===== src/rtl/mem_port_arbiter.sv =====
// Arbitrates a single-port unified memory between instruction fetch and data access.
// Data wins by default; after STARVE_LIMIT back-to-back data grants with a fetch waiting, fetch wins once.
module mem_port_arbiter #(
    parameter int ADDR_W       = 32,
    parameter int DATA_W       = 32,
    parameter int STARVE_LIMIT = 4
) (
    input  logic              clk,
    input  logic              rst_n,

    input  logic              if_req,
    input  logic [ADDR_W-1:0] if_addr,
    output logic              if_ready,
    output logic [DATA_W-1:0] if_rdata,
    input  logic              flush_if,

    input  logic              dm_req,
    input  logic              dm_we,
    input  logic [ADDR_W-1:0] dm_addr,
    input  logic [DATA_W-1:0] dm_wdata,
    input  logic [3:0]        dm_be,
    output logic              dm_ready,
    output logic [DATA_W-1:0] dm_rdata,

    output logic              mem_req,
    output logic              mem_we,
    output logic [ADDR_W-1:0] mem_addr,
    output logic [DATA_W-1:0] mem_wdata,
    output logic [3:0]        mem_be,
    input  logic [DATA_W-1:0] mem_rdata,
    input  logic              mem_ack,

    output logic              stall_if,
    output logic              stall_mem
);

    typedef enum logic [1:0] {
        IDLE  = 2'd0,
        FETCH = 2'd1,
        DATA  = 2'd2
    } state_t;

    localparam logic [3:0] LIMIT = 4'(STARVE_LIMIT);

    state_t            state_q, state_d;
    logic              mem_req_q, mem_req_d;
    logic              mem_we_q, mem_we_d;
    logic [ADDR_W-1:0] mem_addr_q, mem_addr_d;
    logic [DATA_W-1:0] mem_wdata_q, mem_wdata_d;
    logic [3:0]        mem_be_q, mem_be_d;
    logic [3:0]        streak_q, streak_d;
    logic              drop_q, drop_d;

    logic              fetch_forced;

    assign fetch_forced = dm_req & if_req & (streak_q == LIMIT);

    always_comb begin
        state_d     = state_q;
        mem_req_d   = mem_req_q;
        mem_we_d    = mem_we_q;
        mem_addr_d  = mem_addr_q;
        mem_wdata_d = mem_wdata_q;
        mem_be_d    = mem_be_q;
        streak_d    = streak_q;
        drop_d      = drop_q;

        case (state_q)
            IDLE: begin
                drop_d = 1'b0;
                if (dm_req && !fetch_forced) begin
                    state_d     = DATA;
                    mem_req_d   = 1'b1;
                    mem_we_d    = dm_we;
                    mem_addr_d  = dm_addr;
                    mem_wdata_d = dm_wdata;
                    mem_be_d    = dm_be;
                    if (!if_req) begin
                        streak_d = 4'd0;
                    end else if (streak_q != LIMIT) begin
                        streak_d = streak_q + 4'd1;
                    end
                end else if (if_req) begin
                    state_d     = FETCH;
                    mem_req_d   = 1'b1;
                    mem_we_d    = 1'b0;
                    mem_addr_d  = if_addr;
                    mem_wdata_d = '0;
                    mem_be_d    = 4'hF;
                    streak_d    = 4'd0;
                end
            end

            FETCH: begin
                // A redirect cannot cancel the bus cycle, so only its result is discarded.
                if (flush_if) begin
                    drop_d = 1'b1;
                end
                if (mem_ack) begin
                    state_d   = IDLE;
                    mem_req_d = 1'b0;
                    drop_d    = 1'b0;
                end
            end

            DATA: begin
                if (mem_ack) begin
                    state_d   = IDLE;
                    mem_req_d = 1'b0;
                end
            end

            default: begin
                state_d   = IDLE;
                mem_req_d = 1'b0;
            end
        endcase
    end

    always_ff @(posedge clk) begin
        if (!rst_n) begin
            state_q     <= IDLE;
            mem_req_q   <= 1'b0;
            mem_we_q    <= 1'b0;
            mem_addr_q  <= '0;
            mem_wdata_q <= '0;
            mem_be_q    <= 4'h0;
            streak_q    <= 4'd0;
            drop_q      <= 1'b0;
        end else begin
            state_q     <= state_d;
            mem_req_q   <= mem_req_d;
            mem_we_q    <= mem_we_d;
            mem_addr_q  <= mem_addr_d;
            mem_wdata_q <= mem_wdata_d;
            mem_be_q    <= mem_be_d;
            streak_q    <= streak_d;
            drop_q      <= drop_d;
        end
    end

    assign mem_req   = mem_req_q;
    assign mem_we    = mem_we_q;
    assign mem_addr  = mem_addr_q;
    assign mem_wdata = mem_wdata_q;
    assign mem_be    = mem_be_q;

    // Readies are gated by rst_n so an ack landing in a reset cycle is never reported.
    assign dm_ready  = rst_n & mem_ack & (state_q == DATA);
    assign if_ready  = rst_n & mem_ack & (state_q == FETCH) & ~drop_q & ~flush_if;
    assign dm_rdata  = mem_rdata;
    assign if_rdata  = mem_rdata;

    assign stall_if  = if_req & ~if_ready;
    assign stall_mem = dm_req & ~dm_ready;

endmodule


===== config.mk =====
export PLATFORM = sky130hd
export DESIGN_NAME = mem_port_arbiter
export DESIGN_NICKNAME = d
export VERILOG_FILES = /design/src/rtl/mem_port_arbiter.sv
export SDC_FILE = /design/constraint.sdc
export NUM_CORES = 1
export LEC_CHECK = 0
export ABC_AREA = 1
export ABC_CLOCK_PERIOD_IN_PS = 1300
export BUFFER_PORTS_ARGS = -buffer_cell sky130_fd_sc_hd__buf_2
export CAP_MARGIN = 20
export CORE_AREA = 2 2 106 108
export DETAILED_ROUTE_END_ITERATION = 16
export DIE_AREA = 0 0 108 110
export PLACE_DENSITY = 0.76
export RECOVER_POWER = 50
export SLEW_MARGIN = 20
export SYNTH_ARGS = -nofsm -noshare
export SYNTH_HDL_FRONTEND = slang
export SYNTH_SLANG_ARGS = --single-unit

===== constraint.sdc =====
create_clock -name clk -period 1.3 [get_ports clk]
set_input_delay 0.13 -clock clk [delete_from_list [all_inputs] [get_ports clk]]
set_output_delay 0.13 -clock clk [all_outputs]
set_load 0.01 [all_outputs]

## Yosys cells after proc, flatten, opt, wreduce, memory -nomap -nowiden

Cells that the tools add are included.

- Bits in registers: 77
- Input port bits: 139
- Output and inout bits: 138
- Word-level logic and storage cells: 63

- Add/subtract/negate cells: 1
- Equal/unequal tests: 8
- Muxes and demuxes: 23
- Bitwise operators: 13
- Reductions and logical operators: 10

Operators with widths:

| kind | count |
|---|---|
| 32-bit two-way mux | 4 |
| 4-bit two-way mux | 6 |
| 1-bit AND | 9 |
| 1-bit two-way mux | 7 |
| 2-bit two-way mux | 3 |
| 3-bit inequality test (second input constant) | 2 |
| 2-bit AND reduction | 3 |
| 4-bit by 1-bit adder with 4-bit output (second input constant) | 1 |
| 4-bit by 3-bit == test with 1-bit output (second input constant) | 1 |
| 4-bit by 3-bit inequality test with 1-bit output (second input constant) | 1 |
| 1-bit inverter | 4 |
| 1-bit case mux with 2 select lines | 2 |
| 2-bit case mux with 2 select lines | 1 |
| 2-bit nonzero test | 2 |
| 3-bit by 2-bit inequality test with 1-bit output (second input constant) | 1 |
| 3-bit AND reduction | 1 |
| 2-bit by 1-bit == test with 1-bit output (second input constant) | 1 |
| 2-bit == test (second input constant) | 1 |
| 2-bit zero test | 1 |
| 2-bit by 1-bit inequality test with 1-bit output (second input constant) | 1 |
| 2-bit OR reduction | 1 |
| 1-bit logical AND | 1 |
| 1-bit zero test | 1 |

## Depth between registers and ports, before layout

Gate-level depths: netlist (run 1).

- Depth in word-level cells: 6
- Depth in mapped cells: 11
- Gate-level depth less buffers: 10

## Least setup slack after synthesis (run 1)

OpenSTA, ideal clock, no wires.

- Kind: flip-flop to flip-flop
- From: register state_q[0]
- To: register mem_wdata_q[19], in the netlist mem_wdata[19]
- Setup time: 128 ps
- Arrival: 1272 ps
- Required time: 1172 ps
- Slack: -101 ps
- Stages on the path, launching flop included: 8
- Path buffers: 2
- Clock period less this slack: 1401 ps
- Cells stage by stage: dfxtp_1 -> inv_1 -> ha_1 -> inv_1 -> nor2_4 -> buf_4 -> clkbuf_1 -> a21oi_1

- Longest elaborated chain between the ends: 2

Ends and longest elaborated chain:

| item | RTL line | source |
|---|---|---|
| start, declared | 45 | `state_t state_q, state_d;` |
| start signal, assigned | 131 | `state_q <= state_d;` |
| 2-bit zero test | 68 | `case (state_q)` |
| 2-bit AND reduction (no line) | -- |  |
| end signal, assigned | 135 | `mem_wdata_q <= mem_wdata_d;` |
| end, declared | 49 | `logic [DATA_W-1:0] mem_wdata_q, mem_wdata_d;` |

Every way passes these cells.
A chain may end at the register's enable or synchronous reset.

## Worst setup path in the final report (run 1)

- From: register state_q[0]
- To: register mem_addr_q[11], in the netlist mem_addr[11]

- Longest elaborated chain between the ends: 2

Ends and longest elaborated chain:

| item | RTL line | source |
|---|---|---|
| 2-bit zero test | 68 |  |
| 2-bit AND reduction (no line) | -- |  |
| end signal, assigned | 134 | `mem_addr_q <= mem_addr_d;` |
| end, declared | 48 | `logic [ADDR_W-1:0] mem_addr_q, mem_addr_d;` |

Every way passes these cells.

==> metrics, run 1 <==
status=finished, violations left; failing checks=negative setup slack; syn avg cell area=6.87 sq um; most common cell after layout, fill and taps aside=buf_2; Final Skew=10.5 ps; Placement Rows=38; Peak supply drop=0.827 mV; Clock Tree Root=clkbuf_8; routed vias/inst=4.89; Final HPWL DP=8060 um; Initial Util=37.3%; CP endpoint=mem_addr[11]$_SDFFE_PN0P_; DR vias=4,370; clock sinks=77; Pre-antenna DRT Iters=4; worst hold path class=primary input to flop; Num CTS Buffers=9; Rel. slew slack=78.1%; Max FO, Critical Path=6; Finish-stage setup viols=80; DRC Markers=0; post-synthesis cell type count=21; FMAX=0.631 GHz; R2R Path Start=state_q[0]$_SDFFE_PN0P_; vias in the first global route=3,939; drt initial violations=313; Final Instance Area=5900 sq um; NumNets Final=891; Die X=108 um; largest family of logic cells by synthesized area=simple AND/OR/NAND/NOR gates; GRT overflow=0; Hold Crit Start=dm_wdata[3]; layout cells sized above 1=41.2%; r2r setup slk=-290 ps; delay-heaviest family, CP=buffers and inverters; crit start category=flop; CP cell instances=buf_4 > inv_4 > ha_4 > inv_4 > nor2_4 > buf_6 > buf_6 > buf_12 > buf_16 > nand3_1 > nand2_1 > inv_1; Final Worst Setup Slack=-286 ps; final hold violations=0; die height=110 um; initial antenna violation count=1; pwr/cell area=1220 nW/um^2; Die ar.=11,900 sq um; Max-Cap Viols=0; Buffers on Ports=180; CTS Buffer Depth=2; I/O pins=277; CTS H-tree depth=3; clock latency on the worst-skew pair=360 ps; Data arrival, critical path=1840 ps; TritonCTS clock tree=done; post-layout minimum cycle time=1590 ps; Post-Place Cell Area=4740 sq um; Synth Warn #=0; fill count=981; Final Non-Filler Cells=893; slowest CP cell=dfxtp_2; Mapped Nets=725; unrepaired setup endpoints after global routing=yes; Lkg Pwr=3.11 nW; All-Layer GR Usage=21.1%; Area Growth Syn to Fin=47.8%; worst path buffer plus inverter count=8; Power, Total=7.22 mW; Clock Pin Slew Worst Setup and Hold Paths=80 ps; mux cell area share after synthesis=0%; first-pass GRT wire length=19,300 um; antenna-violating nets left=0; CP startpoint=state_q[0]$_SDFFE_PN0P_; fin crit share=122%; synthesized flop and latch total=77; post-synthesis cell count=581; area share of fa/ha/maj cells after synthesis=1.57%; core area=10,700 sq um; Placed Cells=830; FF-to-FF path depth=12; Critical R2R Capture=mem_addr[11]$_SDFFE_PN0P_; xor and xnor area share after synthesis=0%; Cell Area, Synth=3990 sq um; post-synthesis simple-gate area fraction=27.9%; sequential element share of the synthesized area=38.6%; critical path depth=12; worst slew pin tran=327 ps; Final Max Tran Viols=0; largest net degree at the start of global routing=39; Critical Path End Type=flop; worst endpoint required time=1560 ps; critical path class=flop to flop; routed length per instance=15.3 um; most frequent cells in the layout=buf_2, nand2_1, dfxtp_1; Critical Path Max Stage Delay=330 ps; Synth Area in Compound Gates=10.8%; RePlAce Congestion=0.736; final wirelength=13,700 um
-- state kept, by name, summed over array words and instances (netlist names) --
name	cells
mem_wdata	32
state_q	2
mem_we	1
mem_be	4
mem_addr	32
drop_q	1
streak_q	4
mem_req	1
-- cell type report --
class / count / area, sq um / share of cell area, %
timing repair buffer: 256 / 1920 / 32.6
multi-input combinational: 357 / 1860 / 31.5
sequential: 77 / 1550 / 26.2
inverter: 46 / 180 / 3.06
tap: 140 / 175 / 2.97
clock buffer: 12 / 155 / 2.63
clock inverter: 4 / 55.1 / 0.934
antenna: 1 / 2.50 / 0.0424
-- cells in the mapped netlist (all sizes together) --
master / count / area [sq um]
nand2: 116 / 450
buf: 89 / 622
nor2: 79 / 304
dfxtp: 77 / 1540
nand3: 67 / 335
inv: 46 / 173
a21oi: 43 / 215
o21ai: 42 / 210
clkbuf: 12 / 45.0
ha: 5 / 62.6
nand4: 2 / 12.5
a21o: 1 / 7.51
nor3: 1 / 5.00
nor4: 1 / 6.26
-- worst reg2reg max path, stage by stage (launching register included) --
cell	delay, ps
dfxtp_2	330
buf_4	130
inv_4	60
ha_4	150
inv_4	40
nor2_4	140
buf_6	140
buf_6	120
buf_12	100
buf_16	110
nand3_1	80
nand2_1	60
inv_1	30
-- stage by stage --
step | setup WS (ps) | utilization, % | hold WS (ps) | setup TNS (ps)
after floorplan | -5.94 | - | 269 | -5.94
after global placement | -39.6 | 44.3 | 260 | -608
after detailed placement | -96.4 | 44.3 | 260 | -3740
after CTS | -369 | 52.7 | 0.321 | -18770
after global routing | -365 | 55.1 | 7.25 | -24010
final | -286 | 55.1 | 19.8 | -17900
-- what timing repair did --
action                                  4_1_cts  5_1_grt
pin swaps                                     9       18
cloned                                        9        2
hold endpoints to repair                     19        1
gates resized for setup                      57       70
hold buffers                                 19        1
endpoints found under the setup margin       77       80
setup buffers                                 9        9
-- kinds of logic (layout without fill, tap and decap cells) --
kind of cell,after synthesis,in the layout
AOI/OAI and AO/OA,86,86
adders and majority gates,5,5
buffers and inverters,147,318
DFF,77,77
other,0,1
and+or+nand+nor,266,266
-- power breakdown --
group | internal, mW | switching (mW) | total, mW
combinational | 1.25 | 1.22 | 2.47
clock | 1.00 | 0.942 | 1.95
sequential | 2.64 | 0.162 | 2.81
-- layer usage --
layer	routed length, um	global-route usage [%]
met5	0	0
met4	263	9.43
met3	1220	5.35
met2	7030	38.2
met1	5180	23.3
-- worst min path at each step --
stage	to	slack, ps	cells past startpoint
floorplan	mem_wdata[20]$_SDFFE_PN0P_	270	2
global placement	dm_rdata[15]	260	0
detailed placement	dm_rdata[15]	260	0
CTS	mem_wdata[3]$_SDFFE_PN0P_	0.3	3
global route	mem_wdata[17]$_SDFFE_PN0P_	7	3
finish	mem_wdata[3]$_SDFFE_PN0P_	20	3
Power figures use the tool's default switching activity.
==> run 2, diff against run 1 <==
Settings changed: CORE_AREA 2 2 106 108 to 2 2 107 109, DIE_AREA 0 0 108 110 to 0 0 109 111, PLACE_DENSITY 0.76 to 0.75.
==> run 2 against run 1 <==
Against the previous run:
- the run still ends with negative setup slack left
- via count down 6.4%
- cell count is 2.4% lower
- combinational power shrank 17%
- routed wire length is 13% lower
- sequential cell count stayed put
- setup slack better by 110 ps
- global-route usage shrank 2.5 points
- non-clock buffer count decreased by 24
==> metrics, run 2 (same netlist as run 1, synthesis figures left out) <==
status=finished, violations left; failing checks=negative setup slack; Rel. slew slack=82.0%; Clock Tree Root=clkbuf_16; crit start category=flop; Final Worst Setup Slack=-178 ps; Post-Place Cell Area=4800 sq um; core area=11,100 sq um; largest net degree at the start of global routing=30; layout cells sized above 1=41.6%; first-pass GRT wire length=17,800 um; met2 wire len=5790 um; drt initial violations=259; r2r setup slk=-170 ps; All-Layer GR Usage=18.6%; Max FO, Critical Path=2; RePlAce Congestion=0.774; final hold violations=0; die height=111 um; FMAX=0.676 GHz; Final Max Tran Viols=0; CTS Buffer Depth=2; Pre-antenna DRT Iters=7; Clock Pin Slew Worst Setup and Hold Paths=60 ps; Area Growth Syn to Fin=39.0%; NumNets Final=867; clock sinks=77; Finish-stage setup viols=76; Power, Total=7.47 mW; final core occ=50.1%; TritonCTS clock tree=done; Hold EP=mem_wdata[11]$_SDFFE_PN0P_; DRC Markers=0; Final Skew=11.4 ps; Hold Path Depth=3; Critical R2R Capture=mem_wdata[23]$_SDFFE_PN0P_; CTS H-tree depth=3; # hold bufs at CTS=0; routed length per instance=13.6 um; vias in the first global route=3,727; Data arrival, critical path=1350 ps; Final Instance Area=5550 sq um; final wirelength=11,900 um; worst endpoint required time=1170 ps; Peak supply drop=0.767 mV; post-layout minimum cycle time=1480 ps; Initial Util=36.0%; R2R Path Start=state_q[1]$_SDFFE_PN0P_; fill count=1,126; clock latency on the worst-skew pair=330 ps; Buffers on Ports=180; routed vias/inst=4.69; I/O pins=277; initial antenna violation count=1; Final HPWL DP=8370 um; Lkg Pwr=2.95 nW; unrepaired setup endpoints after global routing=yes; most common cell after layout, fill and taps aside=buf_2; Die ar.=12,100 sq um; Hold Crit Start=dm_wdata[11]; Max-Cap Viols=0; DR vias=4,089; FF-to-FF path depth=9; worst hold path class=primary input to flop; most frequent cells in the layout=buf_2, nand2_1, dfxtp_1; top layer in use=met4; Placement Rows=39; worst slew pin tran=270 ps; Num CTS Buffers=9; pwr/cell area=1350 nW/um^2; critical path class=flop to output pin; antenna-violating nets left=0; Met3 Routed Length=979 um; fin crit share=114%; Die X=109 um; met1 WL=4910 um; GRT overflow=0; Critical Path End Type=output pin
run 2: cell count changes in the layout (fill, tap and decap cells not counted), moves of 6 or more:
cell           previous run  this run
nor2_2                    7        20
o21ai_2                  10         4
buf_16                    7         1
clkbuf_16                 2        12
dlygate4sd3_1            20         0
buf_4                    20        29
nor2_1                   68        55
o21ai_0                   7        13
clkbuf_8                 11         3
run 2: worst max-delay path: stages (launching register included):
cell,delay (ps)
dfxtp_2,340
buf_4,130
ha_4,150
nand2_4,50
nor4_4,150
nor2_1,60
buf_2,150
run 2: worst max-delay path by stage:
stage | from | to | slack, ps
floorplan | state_q[1]$_SDFFE_PN0P_ | stall_if | -6
global placement | streak_q[0]$_SDFFE_PN0P_ | mem_addr[28]$_SDFFE_PN0P_ | -40
detailed placement | state_q[1]$_SDFFE_PN0P_ | mem_wdata[20]$_SDFFE_PN0P_ | -80
CTS | state_q[1]$_SDFFE_PN0P_ | mem_addr[7]$_SDFFE_PN0P_ | -170
global route | state_q[1]$_SDFFE_PN0P_ | mem_addr[13]$_SDFFE_PN0P_ | -290
finish | state_q[0]$_SDFFE_PN0P_ | stall_if | -180
run 2: through the flow:
step | std cells | hold WS (ps) | TNS [ps] | setup WS, ps
2_1_floorplan | 581 | 269 | -5.94 | -5.94
3_3_place_gp | 844 | 260 | -1310 | -41.0
3_5_place_dp | 844 | 260 | -3060 | -79.1
4_1_cts | 865 | 21.2 | -9830 | -165
5_1_grt | 871 | 38.5 | -15220 | -288
6_report | 872 | 39.9 | -8610 | -178
run 2: final cells by class:
cell class	instances	area (sq um)	share of cell area [%]
clock buffer	13	270	4.87
sequential	77	1550	27.9
tap	143	179	3.23
timing repair buffer	232	1500	27.0
inverter	46	183	3.29
multi-input combinational	357	1830	33.0
antenna	1	2.50	0.0451
clock inverter	3	42.5	0.767
run 2: power breakdown:
group / internal, mW / switching, mW
Combinational: 0.982 / 1.07
Clock: 1.64 / 0.965
Sequential: 2.65 / 0.167
Total: 5.27 / 2.20
run 2: routing by layer:
metal | vias up | track usage [%]
li1 | 2066 | -
met1 | 1798 | 21.6
met2 | 199 | 31.4
met3 | 26 | 5.06
met4 | 0 | 8.55
met5 | - | 0
run 2: what timing repair did:
item	in CTS	in global routing
gates resized for setup	33	69
buffers inserted	4	3
pin swaps	1	9
cloned	1	3
setup endpoints to repair	76	80
==> run 3, diff against run 2 <==
==> constraint.sdc (replaced) <==
create_clock -name clk -period 1.3 [get_ports clk]
set_input_delay 0.065 -clock clk [delete_from_list [all_inputs] [get_ports clk]]
set_output_delay 0.065 -clock clk [all_outputs]
set_load 0.01 [all_outputs]
==> run 3 against run 2 <==
Against the previous run:
- the run still ends with negative setup slack left
- global-route usage rose by 2.9 points
- clock skew decreased by 6.2 ps
- clock power fell by 2%
- register-to-register slack worse by 99 ps
- critical path depth increased by 5
- sequential power increased by 2%
- worst hold slack worse by 24 ps
- critical endpoint is now mem_addr[5]$_SDFFE_PN0P_
- count of clock-buffer cells in the layout is 2 lower
- fmax decreased by 5.8%
- first-iteration DRC count increased by 16%
==> metrics, run 3 (same netlist as run 1, synthesis figures left out) <==
Clock Tree Root=clkbuf_16; largest net degree at the start of global routing=33; Initial Util=36.0%; routed length per instance=15.2 um; die height=111 um; TritonCTS clock tree=done; fill count=962; Hold Path Depth=3; Critical Path Max Stage Delay=330 ps; final wirelength=13,900 um; I/O pins=277; RePlAce Congestion=0.786; routed vias/inst=4.87; final core occ=57.9%; Max FO, Critical Path=7; Buffers on Ports=180; Crit path top cell by count=buf_6; status=finished, violations left; GRT overflow=0; DRC Markers=0; CTS Buffer Depth=2; Final HPWL DP=8370 um; Net Sw Frac=31.3%; Power, Total=8.06 mW; Int Power=5.53 mW; slowest CP cell=dfxtp_2; hold_ws=15.8 ps; Max-Cap Viols=0; Placed Cells=839; Final Non-Filler Cells=915; Area Growth Syn to Fin=60.7%; Gate power share=32.7%; layout cells sized above 1=47.0%; core area=11,100 sq um; post-layout minimum cycle time=1570 ps; clock sinks=77; Lkg Pwr=3.25 nW; Final Skew=5.24 ps; Met3 Routed Length=1030 um; Rel. slew slack=65.5%; crit start category=flop; DR vias=4,455; first-pass GRT wire length=20,300 um; switching power total=2.52 mW; All-Layer GR Usage=21.5%; fin crit share=121%; drt initial violations=300; Final Worst Setup Slack=-269 ps; Post-Place Cell Area=4790 sq um; clock latency on the worst-skew pair=330 ps; met1 WL=5390 um; Final Max Tran Viols=0; most common cell after layout, fill and taps aside=buf_2; failing checks=negative setup slack; Final Instance Area=6410 sq um; met2 wire len=7190 um; FF-to-FF path depth=11; Clock Power Share=31.7%; final hold violations=0; worst endpoint required time=1530 ps; critical path class=flop to flop; CP cell instances=inv_2 > buf_6 > ha_4 > inv_4 > nor2_4 > buf_6 > buf_12 > clkbuf_16 > nand3_2 > nand2_1 > inv_1; CTS H-tree depth=3; worst hold path class=primary input to flop; Num CTS Buffers=9; Finish-stage setup viols=77; worst slew pin tran=517 ps; initial antenna violation count=1; Sequential Power Share=35.6%; Peak supply drop=0.613 mV; Setup WS pre-CTS=-113 ps; antenna-violating nets left=0; Critical Path End Type=flop; NumNets Final=910; setup TNS=-13,960 ps; top layer in use=met4; most frequent cells in the layout=buf_2, nand2_1, dfxtp_1; unrepaired setup endpoints after global routing=yes; Pre-antenna DRT Iters=5; FMAX=0.637 GHz; pwr/cell area=1260 nW/um^2; Die ar.=12,100 sq um; Placement Rows=39; vias in the first global route=4,271; Clock Pin Slew Worst Setup and Hold Paths=60 ps; Data arrival, critical path=1800 ps; Die X=109 um
run 3: changes by cell type in the layout (fill, tap and decap cells not counted), sizes merged:
cell / before / now
clkbuf: 19 / 17
inv: 46 / 47
buf: 226 / 234
dlygate4sd3: 0 / 35
clkinvlp: 1 / 2
run 3: power by group through the flow:
stage	clock, mW	sequential [mW]	combinational, mW
after CTS	2.61	2.85	2.46
after global placement	0	2.83	1.69
after floorplan	0	2.96	1.02
after detailed placement	0	2.83	1.72
after global routing	2.73	2.90	2.85
final	2.55	2.87	2.63
run 3: per-layer routing:
| metal | vias up | GRT usage (%) |
|---|---|---|
| met5 | - | 0 |
| met4 | 0 | 10.1 |
| met3 | 35 | 5.23 |
| met2 | 227 | 39.3 |
| met1 | 2033 | 22.4 |
| li1 | 2160 | - |
run 3: cell type report:
| cell class | instances | area, sq um | share of cell area, % |
|---|---|---|---|
| flip-flops and latches | 77 | 1550 | 24.1 |
| well taps | 143 | 179 | 2.79 |
| repair buffers | 275 | 2090 | 32.6 |
| clock inverters | 5 | 58.8 | 0.917 |
| inverters | 46 | 185 | 2.89 |
| clock buffers | 11 | 243 | 3.79 |
| multi-input cells | 357 | 2110 | 32.8 |
| diodes | 1 | 2.50 | 0.0390 |
run 3: critical path, delay by kind of cell (launching register included):
family,cells,cell delay [ps]
buf+inv,7,690
flops,1,330
fa+ha+maj,1,140
simple gates,3,310
run 3: path summary, 6_finish.rpt:
path	startpoint	endpoint	slack (ps)
worst max-delay path	state_q[1]$_SDFFE_PN0P_	mem_addr[5]$_SDFFE_PN0P_	-270
worst min-delay path	dm_be[2]	mem_be[2]$_SDFFE_PN0P_	20
worst max register to register	state_q[1]$_SDFFE_PN0P_	mem_addr[5]$_SDFFE_PN0P_	-270
worst min register to register	mem_req$_SDFFE_PN0P_	mem_req$_SDFFE_PN0P_	500
run 3: what timing repair did:
item                                    in CTS  in global routing
buffers inserted                             8                  7
endpoints found under the hold margin       35                  0
gates resized for setup                    146                 54
hold buffers                                35                  0
cloned                                      11                  2
endpoints found under the setup margin      76                 80
pin swaps                                   22                 20
